## config.mk

```make
export PLATFORM = sky130hd
export DESIGN_NAME = rv32i_lsu_bridge_flat
export DESIGN_NICKNAME = d
export VERILOG_FILES = /design/src/rtl/rv32i_lsu_bridge_pkg.sv /design/src/rtl/rv32i_lsu_bridge_if.sv /design/src/rtl/rv32i_lsu_timeout.sv /design/src/rtl/rv32i_lsu_bridge.sv /design/src/flat_wrapper.sv
export SDC_FILE = /design/constraint.sdc
export NUM_CORES = 1
export LEC_CHECK = 0
export BUFFER_PORTS_ARGS = -buffer_cell sky130_fd_sc_hd__buf_2
export CAP_MARGIN = 20
export CORE_MARGIN = 2
export CORE_UTILIZATION = 45
export DETAILED_ROUTE_END_ITERATION = 8
export PLACE_DENSITY = 0.79
export SLEW_MARGIN = 20
export SYNTH_ARGS = -nofsm -noshare
export SYNTH_HDL_FRONTEND = slang
export SYNTH_SLANG_ARGS = --single-unit
```

## constraint.sdc

```tcl
create_clock -name clk -period 4.2 [get_ports clk]
set_input_delay 0.42 -clock clk [delete_from_list [all_inputs] [get_ports clk]]
set_output_delay 0.42 -clock clk [all_outputs]
set_load 0.005 [all_outputs]
```

## src/rtl/rv32i_lsu_bridge_pkg.sv

```systemverilog
// ---------------------------------------------------------------------------
// rv32i_lsu_bridge_pkg
// Shared definitions for the RV32I load/store bridge:
//   lsu_state_e     FSM state encoding (2-bit)
//   TIMEOUT_POISON  word returned to the ALU when a load is aborted by timeout
//   RD_BE_ALL       byte enables driven on every read (full word fetch)
//   word_align()    clears the byte-offset bits of an address
// ---------------------------------------------------------------------------
package rv32i_lsu_bridge_pkg;

  typedef enum logic [1:0] {
    IDLE    = 2'd0,
    RD_REQ  = 2'd1,
    RD_WAIT = 2'd2,
    WR_REQ  = 2'd3
  } lsu_state_e;

  localparam logic [31:0] TIMEOUT_POISON = 32'hDEAD_BEEF;
  localparam logic [3:0]  RD_BE_ALL      = 4'b1111;

  // The ALU hands over word addresses; the low two bits carry no meaning here.
  function automatic logic [31:0] word_align(input logic [31:0] a);
    return {a[31:2], 2'b00};
  endfunction

endpackage

```

## src/rtl/rv32i_lsu_bridge_if.sv

```systemverilog
// ---------------------------------------------------------------------------
// rv32i_lsu_bridge_if
// Avalon-MM style memory bus between the load/store bridge (master) and the
// memory/interconnect (slave).
//   avm_address       master->slave  32  word address, [1:0] = 0
//   avm_byteenable    master->slave   4  byte enables (all ones on reads)
//   avm_writedata     master->slave  32  write data
//   avm_read          master->slave   1  read strobe
//   avm_write         master->slave   1  write strobe
//   avm_waitrequest   slave->master   1  slave not accepting this cycle
//   avm_readdata      slave->master  32  read data
//   avm_readdatavalid slave->master   1  read data valid
// ---------------------------------------------------------------------------
interface rv32i_lsu_bridge_if;

  logic [31:0] avm_address;
  logic [3:0]  avm_byteenable;
  logic [31:0] avm_writedata;
  logic        avm_read;
  logic        avm_write;
  logic        avm_waitrequest;
  logic [31:0] avm_readdata;
  logic        avm_readdatavalid;

  modport master (
    output avm_address, avm_byteenable, avm_writedata, avm_read, avm_write,
    input  avm_waitrequest, avm_readdata, avm_readdatavalid
  );

  modport slave (
    input  avm_address, avm_byteenable, avm_writedata, avm_read, avm_write,
    output avm_waitrequest, avm_readdata, avm_readdatavalid
  );

endinterface

```

## src/rtl/rv32i_lsu_timeout.sv

```systemverilog
// ---------------------------------------------------------------------------
// rv32i_lsu_timeout
// Per-access watchdog for the load/store bridge. Only compiled when the
// RV32_LSU_TIMEOUT_EN macro is defined; the default build has no watchdog.
// Ports:
//   clk     in  1  clock
//   reset   in  1  asynchronous, active-high
//   clear   in  1  hold the counter at zero (bridge idle)
//   enable  in  1  an access is in progress, count this cycle
//   expire  out 1  combinational: the current cycle is the last one allowed
// With enable held from the first busy cycle, expire asserts in the
// TIMEOUT_CYCLES-th busy cycle (counter value TIMEOUT_CYCLES-1).
// ---------------------------------------------------------------------------
`ifdef RV32_LSU_TIMEOUT_EN
module rv32i_lsu_timeout #(
  parameter int unsigned TIMEOUT_CYCLES = 256
) (
  input  logic clk,
  input  logic reset,
  input  logic clear,
  input  logic enable,
  output logic expire
);

  localparam int unsigned CW = (TIMEOUT_CYCLES > 2) ? $clog2(TIMEOUT_CYCLES) : 1;
  localparam logic [CW-1:0] LAST = CW'(TIMEOUT_CYCLES - 1);

  logic [CW-1:0] count_reg;

  // Saturates at LAST so a stuck enable can never wrap into a fresh window.
  always_ff @(posedge clk or posedge reset) begin
    if (reset) begin
      count_reg <= '0;
    end else if (clear) begin
      count_reg <= '0;
    end else if (enable && (count_reg != LAST)) begin
      count_reg <= count_reg + 1'b1;
    end
  end

  assign expire = enable & (count_reg == LAST);

endmodule
`endif

```

## src/rtl/rv32i_lsu_bridge.sv

```systemverilog
// ---------------------------------------------------------------------------
// rv32i_lsu_bridge
// Memory stage behind the RV32I ALU. Takes a one-cycle load/store request,
// runs it as a single Avalon-MM access and stalls the pipeline until done.
// Loads return the raw 32-bit word; lane extraction stays in the ALU.
// Ports:
//   clk, reset     clock; asynchronous active-high reset
//   load, store    ALU request strobes (store wins if both are set)
//   addr           request address, [1:0] ignored
//   st_be, st_data store byte enables / lane-shifted data
//   stall          hold pipeline: busy, or a request is being presented
//   clr_load_op    one-cycle pulse when a load completes (or is aborted)
//   ld_data        last loaded word, held until the next load completes
//   bus_err        sticky access-timeout flag (0 without the watchdog)
//   avm            Avalon-MM master port (rv32i_lsu_bridge_if.master)
// Build option: define RV32_LSU_TIMEOUT_EN to enable the per-access
// watchdog (TIMEOUT_CYCLES); without it an access may wait forever.
// ---------------------------------------------------------------------------
module rv32i_lsu_bridge
  import rv32i_lsu_bridge_pkg::*;
#(
  parameter int unsigned TIMEOUT_CYCLES = 256,
  parameter int unsigned RD_OUTSTANDING = 1
) (
  input  logic                     clk,
  input  logic                     reset,
  input  logic                     load,
  input  logic                     store,
  input  logic [31:0]              addr,
  input  logic [3:0]               st_be,
  input  logic [31:0]              st_data,
  output logic                     stall,
  output logic                     clr_load_op,
  output logic [31:0]              ld_data,
  output logic                     bus_err,
  rv32i_lsu_bridge_if.master       avm
);

  // The FSM tracks exactly one read in flight; nothing else is supported.
  if (RD_OUTSTANDING != 1) begin : g_bad_outstanding
    $error("rv32i_lsu_bridge: RD_OUTSTANDING must be 1");
  end

  if (TIMEOUT_CYCLES < 2) begin : g_bad_timeout
    $error("rv32i_lsu_bridge: TIMEOUT_CYCLES must be at least 2");
  end

  lsu_state_e state_reg;
  logic       timeout_expire;

`ifdef RV32_LSU_TIMEOUT_EN
  rv32i_lsu_timeout #(
    .TIMEOUT_CYCLES (TIMEOUT_CYCLES)
  ) u_timeout (
    .clk    (clk),
    .reset  (reset),
    .clear  (state_reg == IDLE),
    .enable (state_reg != IDLE),
    .expire (timeout_expire)
  );
`else
  assign timeout_expire = 1'b0;
`endif

  // Requests stall the pipeline in the cycle they are presented, before the
  // FSM has left IDLE, so the ALU never advances past an unissued access.
  assign stall = (state_reg != IDLE) | load | store;

  always_ff @(posedge clk or posedge reset) begin
    if (reset) begin
      state_reg          <= IDLE;
      clr_load_op        <= 1'b0;
      ld_data            <= '0;
      bus_err            <= 1'b0;
      avm.avm_address    <= '0;
      avm.avm_byteenable <= '0;
      avm.avm_writedata  <= '0;
      avm.avm_read       <= 1'b0;
      avm.avm_write      <= 1'b0;
    end else begin
      clr_load_op <= 1'b0;

      case (state_reg)
        IDLE: begin
          // Store has priority: a simultaneous load is illegal and dropped.
          if (store) begin
            avm.avm_address    <= word_align(addr);
            avm.avm_byteenable <= st_be;
            avm.avm_writedata  <= st_data;
            avm.avm_write      <= 1'b1;
            state_reg          <= WR_REQ;
          end else if (load) begin
            avm.avm_address    <= word_align(addr);
            avm.avm_byteenable <= RD_BE_ALL;
            avm.avm_read       <= 1'b1;
            state_reg          <= RD_REQ;
          end
        end

        RD_REQ: begin
          if (!avm.avm_waitrequest) begin
            avm.avm_read <= 1'b0;
            // A zero-latency slave may return data in the accept cycle.
            if (avm.avm_readdatavalid) begin
              ld_data     <= avm.avm_readdata;
              clr_load_op <= 1'b1;
              state_reg   <= IDLE;
            end else begin
              state_reg   <= RD_WAIT;
            end
          end else if (timeout_expire) begin
            avm.avm_read <= 1'b0;
            ld_data      <= TIMEOUT_POISON;
            clr_load_op  <= 1'b1;
            bus_err      <= 1'b1;
            state_reg    <= IDLE;
          end
        end

        RD_WAIT: begin
          if (avm.avm_readdatavalid) begin
            ld_data     <= avm.avm_readdata;
            clr_load_op <= 1'b1;
            state_reg   <= IDLE;
          end else if (timeout_expire) begin
            ld_data     <= TIMEOUT_POISON;
            clr_load_op <= 1'b1;
            bus_err     <= 1'b1;
            state_reg   <= IDLE;
          end
        end

        WR_REQ: begin
          // Posted write: acceptance completes it.
          if (!avm.avm_waitrequest) begin
            avm.avm_write <= 1'b0;
            state_reg     <= IDLE;
          end else if (timeout_expire) begin
            avm.avm_write <= 1'b0;
            bus_err       <= 1'b1;
            state_reg     <= IDLE;
          end
        end

        default: state_reg <= IDLE;
      endcase
    end
  end

endmodule

```

## src/flat_wrapper.sv

```systemverilog
// flat-port wrapper written by rule: the top's interface ports become plain ports
module rv32i_lsu_bridge_flat import rv32i_lsu_bridge_pkg::*;
#(
  parameter int unsigned TIMEOUT_CYCLES = 256,
  parameter int unsigned RD_OUTSTANDING = 1
)
  (clk, reset, load, store, addr, st_be, st_data, stall, clr_load_op, ld_data, bus_err, avm_avm_address, avm_avm_byteenable, avm_avm_writedata, avm_avm_read, avm_avm_write, avm_avm_waitrequest, avm_avm_readdata, avm_avm_readdatavalid);
  rv32i_lsu_bridge_if avm_i ();
  input  logic clk;
  input  logic reset;
  input  logic load;
  input  logic store;
  input  logic [31:0] addr;
  input  logic [3:0] st_be;
  input  logic [31:0] st_data;
  output logic stall;
  output logic clr_load_op;
  output logic [31:0] ld_data;
  output logic bus_err;
  output wire logic [$bits(avm_i.avm_address)-1:0] avm_avm_address;
  output wire logic [$bits(avm_i.avm_byteenable)-1:0] avm_avm_byteenable;
  output wire logic [$bits(avm_i.avm_writedata)-1:0] avm_avm_writedata;
  output wire logic [$bits(avm_i.avm_read)-1:0] avm_avm_read;
  output wire logic [$bits(avm_i.avm_write)-1:0] avm_avm_write;
  input wire logic [$bits(avm_i.avm_waitrequest)-1:0] avm_avm_waitrequest;
  input wire logic [$bits(avm_i.avm_readdata)-1:0] avm_avm_readdata;
  input wire logic [$bits(avm_i.avm_readdatavalid)-1:0] avm_avm_readdatavalid;
  assign avm_avm_address = avm_i.avm_address;
  assign avm_avm_byteenable = avm_i.avm_byteenable;
  assign avm_avm_writedata = avm_i.avm_writedata;
  assign avm_avm_read = avm_i.avm_read;
  assign avm_avm_write = avm_i.avm_write;
  assign avm_i.avm_waitrequest = avm_avm_waitrequest;
  assign avm_i.avm_readdata = avm_avm_readdata;
  assign avm_i.avm_readdatavalid = avm_avm_readdatavalid;
  rv32i_lsu_bridge #(.TIMEOUT_CYCLES(TIMEOUT_CYCLES), .RD_OUTSTANDING(RD_OUTSTANDING)) u_core (.clk(clk), .reset(reset), .load(load), .store(store), .addr(addr), .st_be(st_be), .st_data(st_data), .stall(stall), .clr_load_op(clr_load_op), .ld_data(ld_data), .bus_err(bus_err), .avm(avm_i));
endmodule
```

==> summary.md, run 1 <==
| Metric | Value |
|---|---|
| Crit path from | `u_core.state_reg[0]` |
| Die H | `98.9 um` |
| Drt wl/cell | `14.8 um` |
| Final net count | `576` |
| Final Cycle Share | `about 54%` |
| Die W | `98.9 um` |
| CP max FO | `32` |
| Worst-Margin Slew | `between 900 and 1000 ps` |
| TritonRoute pass-1 iters | `4` |
| Core Area | `8720 um^2` |
| P_sw | `roughly 1.2 mW` |
| TritonCTS Sinks | `103` |
| Yosys warnings | `0` |
| Critical Path Start Type | `flip-flop` |
| Synth Area per Inst | `15.9 um^2` |
| CTS tree | `yes` |
| First-pass GRT wire length | `13700 um` |
| Antenna diode count | `0` |
| Final Worst Setup Slack | `~1900 ps` |
| Die ar. | `a little under 10000 um^2` |
| Initial antenna violation count | `0` |
| Endpoints failing hold | `0` |
| R2R Path End | `u_core.ld_data[27]` |
| Post-DRT Antenna Nets | `0` |
| Sequential group share of total power | `44.8%` |
| Top FF cell, synth | `dfrtp_1` |
| Mapped cell area | `4050 um^2` |
| Worst setup endpoint | `u_core.ld_data[27]` |
| Via count | `2791` |
| Slew Limit Fails | `0` |
| Pin count of the biggest net entering global routing | `67` |
| Gpl congestion | `around 0.75` |
| Worst-Skew Late Latency | `about 360 ps` |
| # setup viols final | `0` |
| Combinational Power Share | `~40%` |
| Num CTS Buffers | `9` |
| Cell count after synthesis | `255` |
| Async SR Flop Fraction | `100%` |
| Number of cell rows | `34` |
| Reg2Reg Setup Slack | `1920 ps` |
| Worst-case reg-to-reg path depth | `5` |
| EDFF count, synth | `0` |
| CTS max path bufs | `2` |
| Maximum VDD drop | `approximately 0.32 mV` |
| Switching part of the total power | `31.5%` |
| Lkg Pwr | `2.69 nW` |
| Max Cap Viol | `0` |
| Largest regs | `u_core.avm.avm_writedata (32), u_core.ld_data (32), u_core.avm.avm_address (30)` |
| Setup TNS | `0 ps` |
| Initial Utilization | `between 40% and 50%` |
| Final min period | `2280 ps` |
| Crit path DAT | `2530 ps` |
| Filler instances | `730` |
| Pint | `~2.6 mW` |
| Unrepaired setup endpoints after global routing | `no` |
| Routed wire length | `8520 um` |
| Clk pwr share | `15.3%` |
| H-tree depth | `3` |
| Slew margin rel. | `34.2%` |
| Pwr Density | `720 nW/um^2` |
| Critical Path Max Stage Delay | `750 ps` |
| Post-CTS Hold Buffers | `0` |
| Status | `finished, final reports clean` |
| HPWL Detailed | `6430 um` |
| Max Freq | `438 MHz` |
| Hold/Removal Path Class | `input port to async pin` |
| Commonest non-fill, non-tap cell in the layout | `buf_2` |
| #FFs+latches synth | `103` |
| Vias in the first global route | `2890` |
| Post-CTS resize count | `0` |
| Crit path kind | `flip-flop to flip-flop` |
| Crit-path cells | `inv_1, ha_1, and2b_1, o21ai_4, mux2_2` |
| Worst Skew | `14.5 ps` |
| Worst-path clk slew | `approximately 110 ps` |
| Share of post-route cells with drive strength above 1 | `67.8%` |
| Post-CTS Setup Bufs | `0` |
| Detailed Route Iter0 Violations | `slightly above 80` |
| Reg2reg start | `u_core.state_reg[0]` |
| Slowest cell on crit path | `o21ai_4` |
| Critical Path RT | `4440 ps` |
| Vias per cell | `~4.8` |
| Residual DRC count | `0` |
| Total GRT Usage | `17.6%` |
| Port Buffers | `205` |
| Post-synth cell types | `30` |
| CTS root buf | `clkbuf_8` |
| GR Overflow Total | `0` |
| Area Overhead vs Synth | `32.1%` |
| Dpl ws | `approximately 1900 ps` |
| Seq/Total Area, Yosys | `63.6%` |
| Most frequent cells in the layout | `buf_2, dfrtp_1, mux2_2` |
| Ports | `211` |
| CP endpoint kind | `flip-flop` |
synth_stat cells (2+ instances only):
library cell / n / area, um^2
buf_2: 6 / 30.0
buf_4: 3 / 22.5
buf_6: 3 / 33.8
dfrtp_1: 103 / 2580
ha_1: 6 / 75.1
inv_1: 6 / 22.5
mux2_1: 4 / 45.0
mux2_2: 90 / 1010
nand2_1: 4 / 15.0
nand2b_1: 2 / 12.5
nor2_1: 2 / 7.51
nor2b_1: 3 / 18.8
o21ai_0: 3 / 15.0
o22a_1: 4 / 35.0
critical path, delay by kind of cell (launching register included):
kind	cells	cell delay, ps
mux	1	420
compound gates	1	750
flops	1	440
buf+inv	1	100
simple gates	1	190
fa+ha+maj	1	250
metal layers:
metal	global-route usage (%)	vias to the layer above	routed length [um]	part of all wire (%)
met5	0	-	0	0
met4	6.32	0	156	1.8
met3	5.11	13	677	7.9
met2	30.7	114	4450	52
met1	20.7	1354	3230	38
li1	-	1310	-	-
cells by family (layout without fill, tap and decap cells):
kind of cell / Yosys count / after routing / share of synthesized area (%)
simple gates: 17 / 17 / 2.35
compound gates: 15 / 15 / 3.03
flops: 103 / 103 / 63.6
fa+ha+maj: 6 / 6 / 1.85
other cells: 1 / 3 / 0.0926
buf+inv: 18 / 230 / 2.69
mux: 95 / 95 / 26.4
worst min path at each step:
stage | start | slack, ps | to | depth (start not counted)
2_1_floorplan | u_core.avm.avm_address[8] | 490 | u_core.avm.avm_address[8] | 1
3_3_place_gp | u_core.avm.avm_address[8] | 470 | u_core.avm.avm_address[8] | 1
3_5_place_dp | u_core.ld_data[24] | 480 | u_core.ld_data[24] | 1
4_1_cts | reset | 230 | u_core.avm.avm_address[28] | 2
5_1_grt | addr[26] | 250 | u_core.avm.avm_address[26] | 2
6_report | reset | 200 | u_core.avm.avm_writedata[8] | 2
power by group through the flow:
stage / Combinational, mW / Sequential (mW) / Clock [mW]
6_report: 1.54 / 1.73 / 0.588
5_1_grt: 1.70 / 1.79 / 0.651
4_1_cts: 1.58 / 1.73 / 0.612
3_5_place_dp: 1.57 / 1.75 / 0
3_3_place_gp: 1.53 / 1.71 / 0
2_1_floorplan: 0.832 / 1.79 / 0
area by class of cell:
| class | instances | area [um^2] | share of cell area (%) |
|---|---|---|---|
| sequential | 103 | 2580 | 48.2 |
| clock inverter | 7 | 63.8 | 1.19 |
| clock buffer | 9 | 124 | 2.32 |
| inverter | 6 | 25.0 | 0.468 |
| tap | 108 | 135 | 2.53 |
| timing repair buffer | 208 | 1050 | 19.6 |
| multi-input combinational | 136 | 1380 | 25.7 |
per-stage QoR:
stage          instances  util [%]  total power, mW  area (um^2)  hold WS, ps
6_report             577      61.3             3.85         5350          196
5_1_grt              577      61.3             4.14         5350          253
4_1_cts              577      61.3             3.92         5350          225
3_5_place_dp         561      59.2             3.32         5160          485
3_3_place_gp         561      59.2             3.24         5160          473
2_1_floorplan        257         -             2.62         4060          489
(Power assumes the default switching activity.)
==> inputs of run 2 (changes only) <==
==> constraint.sdc (replaced) <==
create_clock -name clk -period 2.3 [get_ports clk]
set_input_delay 0.23 -clock clk [delete_from_list [all_inputs] [get_ports clk]]
set_output_delay 0.23 -clock clk [all_outputs]
set_load 0.005 [all_outputs]
==> run 2 against run 1 <==
- the run now ends with hold timing left
- via count decreased by 0.57%
- cell count rose by 0.17%
- hold slack got worse by 200 ps
- wire length decreased by 1.9%
- largest power group unchanged
==> summary.md, run 2 (synthesized netlist as in run 1, its figures left out) <==
| Metric | Value |
|---|---|
| Number of cell rows | `34` |
| Crit path kind | `flip-flop to flip-flop` |
| Worst Skew | `roughly 11 ps` |
| Die ar. | `9780 um^2` |
| Detailed Route Iter0 Violations | `57` |
| CTS tree | `yes` |
| CP endpoint kind | `flip-flop` |
| CP delay by family, top | `flip-flops` |
| Core Area | `8720 um^2` |
| Share of post-route cells with drive strength above 1 | `67.7%` |
| Drt wl/cell | `14.5 um` |
| Unrepaired setup endpoints after global routing | `no` |
| Worst-Skew Late Latency | `~350 ps` |
| Die H | `98.9 um` |
| Buf+Inv Stages, Crit Path | `2` |
| H-tree depth | `3` |
| Pin count of the biggest net entering global routing | `41` |
| Antenna diode count | `0` |
| Crit path DAT | `between 2000 and 2500 ps` |
| Filler instances | `701` |
| Worst-path clk slew | `100 ps` |
| Commonest non-fill, non-tap cell in the layout | `buf_2` |
| Reg2Reg Setup Slack | `480 ps` |
| P_sw | `2.15 mW` |
| Final min period | `1820 ps` |
| Critical Path Max Stage Delay | `440 ps` |
| Hold_ws | `-0.800 ps` |
| Sequential group share of total power | `43.7%` |
| Worst-Margin Slew | `772 ps` |
| Num CTS Buffers | `9` |
| HPWL Detailed | `around 6400 um` |
| First-pass GRT wire length | `13700 um` |
| Post-CTS Hold Buffers | `0` |
| Post-CTS resize count | `0` |
| Vias in the first global route | `roughly 3k` |
| # setup viols final | `0` |
| Max Freq | `550 MHz` |
| Ports | `211` |
| CTS max path bufs | `2` |
| Worst-case reg-to-reg path depth | `6` |
| Failing checks | `hold timing` |
| Vias per cell | `4.80` |
| Routed wire length | `8350 um` |
| Final net count | `578` |
| Slew margin rel. | `between 40% and 50%` |
| CP max FO | `32` |
| Slowest cell on crit path | `dfrtp_1` |
| Most frequent cells in the layout | `buf_2, dfrtp_1, mux2_2` |
| Via count | `2775` |
| Combinational Power Share | `39.6%` |
| Total GRT Usage | `around 17%` |
| Post-CTS Setup Bufs | `0` |
| Pint | `just over 5 mW` |
| Initial antenna violation count | `0` |
| Crit-path cells | `inv_1, ha_1, and2b_1, o21ai_4, buf_12, mux2_2` |
| Largest regs | `u_core.avm.avm_writedata (32), u_core.ld_data (32), u_core.avm.avm_address (30)` |
| Status | `finished with violations` |
| Port Buffers | `205` |
| TritonCTS Sinks | `103` |
| Lkg Pwr | `2.72 nW` |
| Critical Path Start Type | `flip-flop` |
| Final Cycle Share | `79.1%` |
| Initial Utilization | `roughly 46%` |
| R2R Path End | `u_core.ld_data[9]` |
| Residual DRC count | `0` |
| Max Cap Viol | `0` |
| Slew Limit Fails | `0` |
| CTS root buf | `clkbuf_8` |
| Setup TNS | `0 ps` |
| GR Overflow Total | `0` |
| Clk pwr share | `16.7%` |
| Reg2reg start | `u_core.state_reg[0]` |
| Overall Power | `7.20 mW` |
| Gpl congestion | `slightly below 0.8` |
| Area Overhead vs Synth | `34.3%` |
| Maximum VDD drop | `0.691 mV` |
| TritonRoute pass-1 iters | `4` |
| Endpoints failing hold | `1` |
| Die W | `98.9 um` |
| Post-DRT Antenna Nets | `0` |
| Critical Path RT | `2530 ps` |
| Hold/Removal Path Class | `input port to async pin` |
| Switching part of the total power | `~30%` |
| Pwr Density | `1320 nW/um^2` |
| Final core occ | `between 60 and 70%` |
## run 2: area by class of cell
type	instances	area, um^2	share of cell area [%]
repair buffers	210	1110	20.5
well taps	108	135	2.48
inverters	6	26.3	0.483
clock buffers	10	128	2.35
clock inverters	5	83.8	1.54
multi-input cells	136	1380	25.3
flip-flops and latches	103	2580	47.4
## run 2: how the worst max path moves through the flow
stage                         from                          to  slack [ps]  depth (start not counted)
3_5_place_dp   u_core.state_reg[0]          u_core.ld_data[29]         490                          6
6_report       u_core.state_reg[0]           u_core.ld_data[9]         480                          6
3_3_place_gp   u_core.state_reg[0]  u_core.avm.avm_address[27]         520                          5
2_1_floorplan  u_core.state_reg[0]          u_core.ld_data[20]         620                          6
5_1_grt        u_core.state_reg[0]  u_core.avm.avm_address[18]         360                          5
4_1_cts        u_core.state_reg[0]          u_core.ld_data[29]         470                          6
## run 2: through the flow
step,std cells,worst slack [ps],instance area (um^2),hold WS [ps]
2_1_floorplan,257,624,4060,356
3_3_place_gp,563,523,5230,387
3_5_place_dp,563,487,5230,404
4_1_cts,578,474,5440,14.3
5_1_grt,578,359,5440,40.0
6_report,578,481,5440,-0.800
## run 2: layer usage
metal	vias up	share of wire, %	track usage, %
met4	0	0.63	3.48
met1	1346	40	20.6
met3	4	8.2	5.60
met2	117	51	31.1
met5	-	0	0
li1	1308	-	-
## run 2: power by group through the flow
stage               registers (mW)  logic [mW]  clock network [mW]
finish                        3.15        2.85                1.20
global route                  3.27        3.14                1.32
CTS                           3.16        2.92                1.24
detailed placement            3.19        2.91                   0
global placement              3.13        2.83                   0
floorplan                     3.27        1.52                   0
## run 2: worst register-to-register path, stage by stage, from the launching register on
cell     delay, ps
dfrtp_1        440
inv_1          110
ha_1           240
and2b_1        190
o21ai_4        140
buf_12         210
mux2_2         380
==> inputs of run 3 (changes only) <==
--- a/config.mk
+++ b/config.mk
@@ -5,12 +5,13 @@
 export SDC_FILE = /design/constraint.sdc
 export NUM_CORES = 1
 export LEC_CHECK = 0
+export ABC_AREA = 1
 export BUFFER_PORTS_ARGS = -buffer_cell sky130_fd_sc_hd__buf_2
 export CAP_MARGIN = 20
 export CORE_MARGIN = 2
-export CORE_UTILIZATION = 45
+export CORE_UTILIZATION = 42
 export DETAILED_ROUTE_END_ITERATION = 8
-export PLACE_DENSITY = 0.79
+export PLACE_DENSITY = 0.76
 export SLEW_MARGIN = 20
 export SYNTH_ARGS = -nofsm -noshare
 export SYNTH_HDL_FRONTEND = slang
==> constraint.sdc (replaced) <==
create_clock -name clk -period 1.6 [get_ports clk]
set_input_delay 0.16 -clock clk [delete_from_list [all_inputs] [get_ports clk]]
set_output_delay 0.16 -clock clk [all_outputs]
set_load 0.005 [all_outputs]
==> run 3 against run 2 <==
- the flow now finishes without violations
- total power is 46% higher
- clock power rose by 49%
- design area is 5.2% higher
- worst setup slack got worse by 370 ps
- largest power group unchanged
==> summary.md, run 3 <==
| Metric | Value |
|---|---|
| Status | `finished, final reports clean` |
| Setup TNS | `0 ps` |
| Yosys warnings | `0` |
| Critical Path Max Stage Delay | `between 400 and 500 ps` |
| Reg2reg start | `u_core.state_reg[0]` |
| Largest family of logic cells by synthesized area | `simple AND/OR/NAND/NOR gates` |
| Final Cell Area | `5720 um^2` |
| Final net count | `795` |
| First-pass GRT wire length | `roughly 17000 um` |
| Worst-Skew Late Latency | `350 ps` |
| Residual DRC count | `0` |
| Max Freq | `between 600 and 700 MHz` |
| CP delay by family, top | `flip-flops` |
| Initial Utilization | `42.8%` |
| Placed insts | `807` |
| Total GRT Usage | `approximately a fifth` |
| Die W | `106 um` |
| Vias per cell | `4.70` |
| Largest regs | `u_core.avm.avm_writedata (32), u_core.ld_data (32), u_core.avm.avm_address (30)` |
| Final core occ | `55.9%` |
| Post-synth top area share | `roughly 59%` |
| HPWL Detailed | `7530 um` |
| Commonest non-fill, non-tap cell in the layout | `buf_2` |
| Most frequent cell after synthesis | `nand2_1` |
| Post-Place Cell Area | `5480 um^2` |
| Hold Startpoint | `avm_avm_readdata[0]` |
| Ports | `211` |
| Top FF cell, synth | `dfrtp_1` |
| Number of cell rows | `37` |
| TritonRoute pass-1 iters | `6` |
| Crit path DAT | `1330 ps` |
| Post-synthesis xor/xnor area fraction | `0%` |
| Mapped cell area | `roughly 4400 um^2` |
| Largest cells by area after synthesis | `dfrtp_1, nand2_1, nand3_1` |
| Crit-path cells | `inv_1, ha_2, nand2_1, buf_2` |
| Unrepaired setup endpoints after global routing | `no` |
| Most frequent cells in the layout | `buf_2, nand2_1, dfrtp_1` |
| Final min period | `around 1500 ps` |
| Drt wl/cell | `approximately 12 um` |
| CP max FO | `5` |
| Routed wire length | `10300 um` |
| Slowest cell on crit path | `dfrtp_2` |
| Share of post-route cells with drive strength above 1 | `35.0%` |
| Final Cycle Share | `93.3%` |
| Hold_ws | `a little under 30 ps` |
| Post-route non-filler standard cell count | `824` |
| Maximum VDD drop | `1.01 mV` |
| Async SR Flop Fraction | `100%` |
| H-tree depth | `3` |
| Initial antenna violation count | `0` |
| Cell count after synthesis | `486` |
| Detailed Route Iter0 Violations | `~210` |
| #FFs+latches synth | `103` |
| Yosys top cell by area | `dfrtp_1` |
| Die ar. | `~11000 um^2` |
| GR Overflow Total | `0` |
| Adder-cell share of the synthesized area | `1.71%` |
| Lkg Pwr | `3.37 nW` |
| Crit path kind | `flip-flop to primary output` |
| TritonCTS Sinks | `103` |
| Endpoints failing hold | `0` |
| Simple-Gate Fraction of Synth Area | `25.2%` |
| CTS tree | `yes` |
| Antenna diode count | `0` |
| Critical Path RT | `1440 ps` |
| Max Cap Viol | `0` |
| Post-synth cell types | `22` |
| Pin count of the biggest net entering global routing | `45` |
| Via count | `around 3.9k` |
| Post-DRT Antenna Nets | `0` |
| Gpl congestion | `0.738` |
| Worst-path clk slew | `100 ps` |
| Pwr Density | `1840 nW/um^2` |
| Post-synthesis mux area share | `0%` |
| Slew Limit Fails | `0` |
| Die H | `between 100 and 150 um` |
| Buf+Inv Stages, Crit Path | `2` |
| Vias in the first global route | `3870` |
| EDFF count, synth | `0` |
| Num CTS Buffers | `9` |
| Filler instances | `946` |
| Area Overhead vs Synth | `30.6%` |
| Compound-Gate Fraction of Synth Area | `4.91%` |
| Critical Path Start Type | `flip-flop` |
| Seq/Total Area, Yosys | `58.8%` |
| Synth Area per Inst | `9.02 um^2` |
| Worst Skew | `approximately 8.2 ps` |
| List of most frequent post-synthesis cells | `nand2_1, dfrtp_1, nand3_1` |
| # setup viols final | `0` |
| Port Buffers | `between 200 and 250` |
| Crit path from | `u_core.state_reg[0]` |
| Core Area | `roughly 10000 um^2` |
| CTS root buf | `clkbuf_8` |
| CP endpoint kind | `primary output` |
| CTS max path bufs | `2` |
| Hold/Removal Path Class | `input port to flip-flop` |
run 3: stage by stage:
step                power (mW)  setup slack [ps]
floorplan                 7.02               208
CTS                       10.7              33.1
detailed placement        8.85              77.6
finish                    10.5               108
global placement          8.63               137
global route              11.5              4.51
run 3: timing repair:
item / 4_1_cts / 5_1_grt
resized for setup: 0 / 5
hold buffers: 1 / 0
setup buffers: 0 / 0
endpoints found under the hold margin: 18 / 0
setup endpoints to repair: 0 / 47
run 3: path summary, 6_finish.rpt:
| kind | to | slack (ps) | depth (start not counted) |
|---|---|---|---|
| min in group asynchronous | u_core.avm.avm_address[29] | 380 | 3 |
| worst max register to register | u_core.avm.avm_address[14] | 130 | 6 |
| worst max-delay path | stall | 110 | 4 |
| worst min-delay path | u_core.ld_data[0] | 30 | 3 |
| max in group asynchronous | u_core.avm.avm_writedata[25] | 650 | 4 |
| worst min register to register | u_core.avm.avm_address[26] | 470 | 2 |
run 3: cell families (layout without fill, tap and decap cells):
| group | count (synthesis) | count (layout) |
|---|---|---|
| other cells | 1 | 3 |
| fa+ha+maj | 6 | 6 |
| buf+inv | 78 | 278 |
| flops | 103 | 103 |
| compound gates | 40 | 40 |
| simple gates | 258 | 258 |
run 3: cell type report:
class / instances / area, um^2 / share of cell area, %
Inverter: 48 / 189 / 3.30
Clock inverter: 3 / 65.1 / 1.14
Clock buffer: 13 / 159 / 2.78
Timing Repair Buffer: 214 / 1150 / 20.1
Tap cell: 136 / 170 / 2.97
Sequential cell: 103 / 2580 / 45.1
Multi-Input combinational cell: 307 / 1410 / 24.7
run 3: tightest hold or removal path, stage by stage:
cell     delay (ps)
buf_2           100
inv_1            40
o21ai_1          60
run 3: where the power goes:
group / switching [mW] / internal, mW
sequential: 0.658 / 3.84
clock: 0.820 / 0.967
combinational: 2.40 / 1.86
run 3: layer usage:
layer | routed length, um | share of wire (%) | track usage, % | vias to the layer above
met4 | 72 | 0.70 | 5.08 | 0
met2 | 5310 | 52 | 34.1 | 142
met1 | 4080 | 40 | 21.7 | 1826
met3 | 792 | 7.7 | 5.03 | 5
li1 | - | - | - | 1896
met5 | 0 | 0 | 0 | -
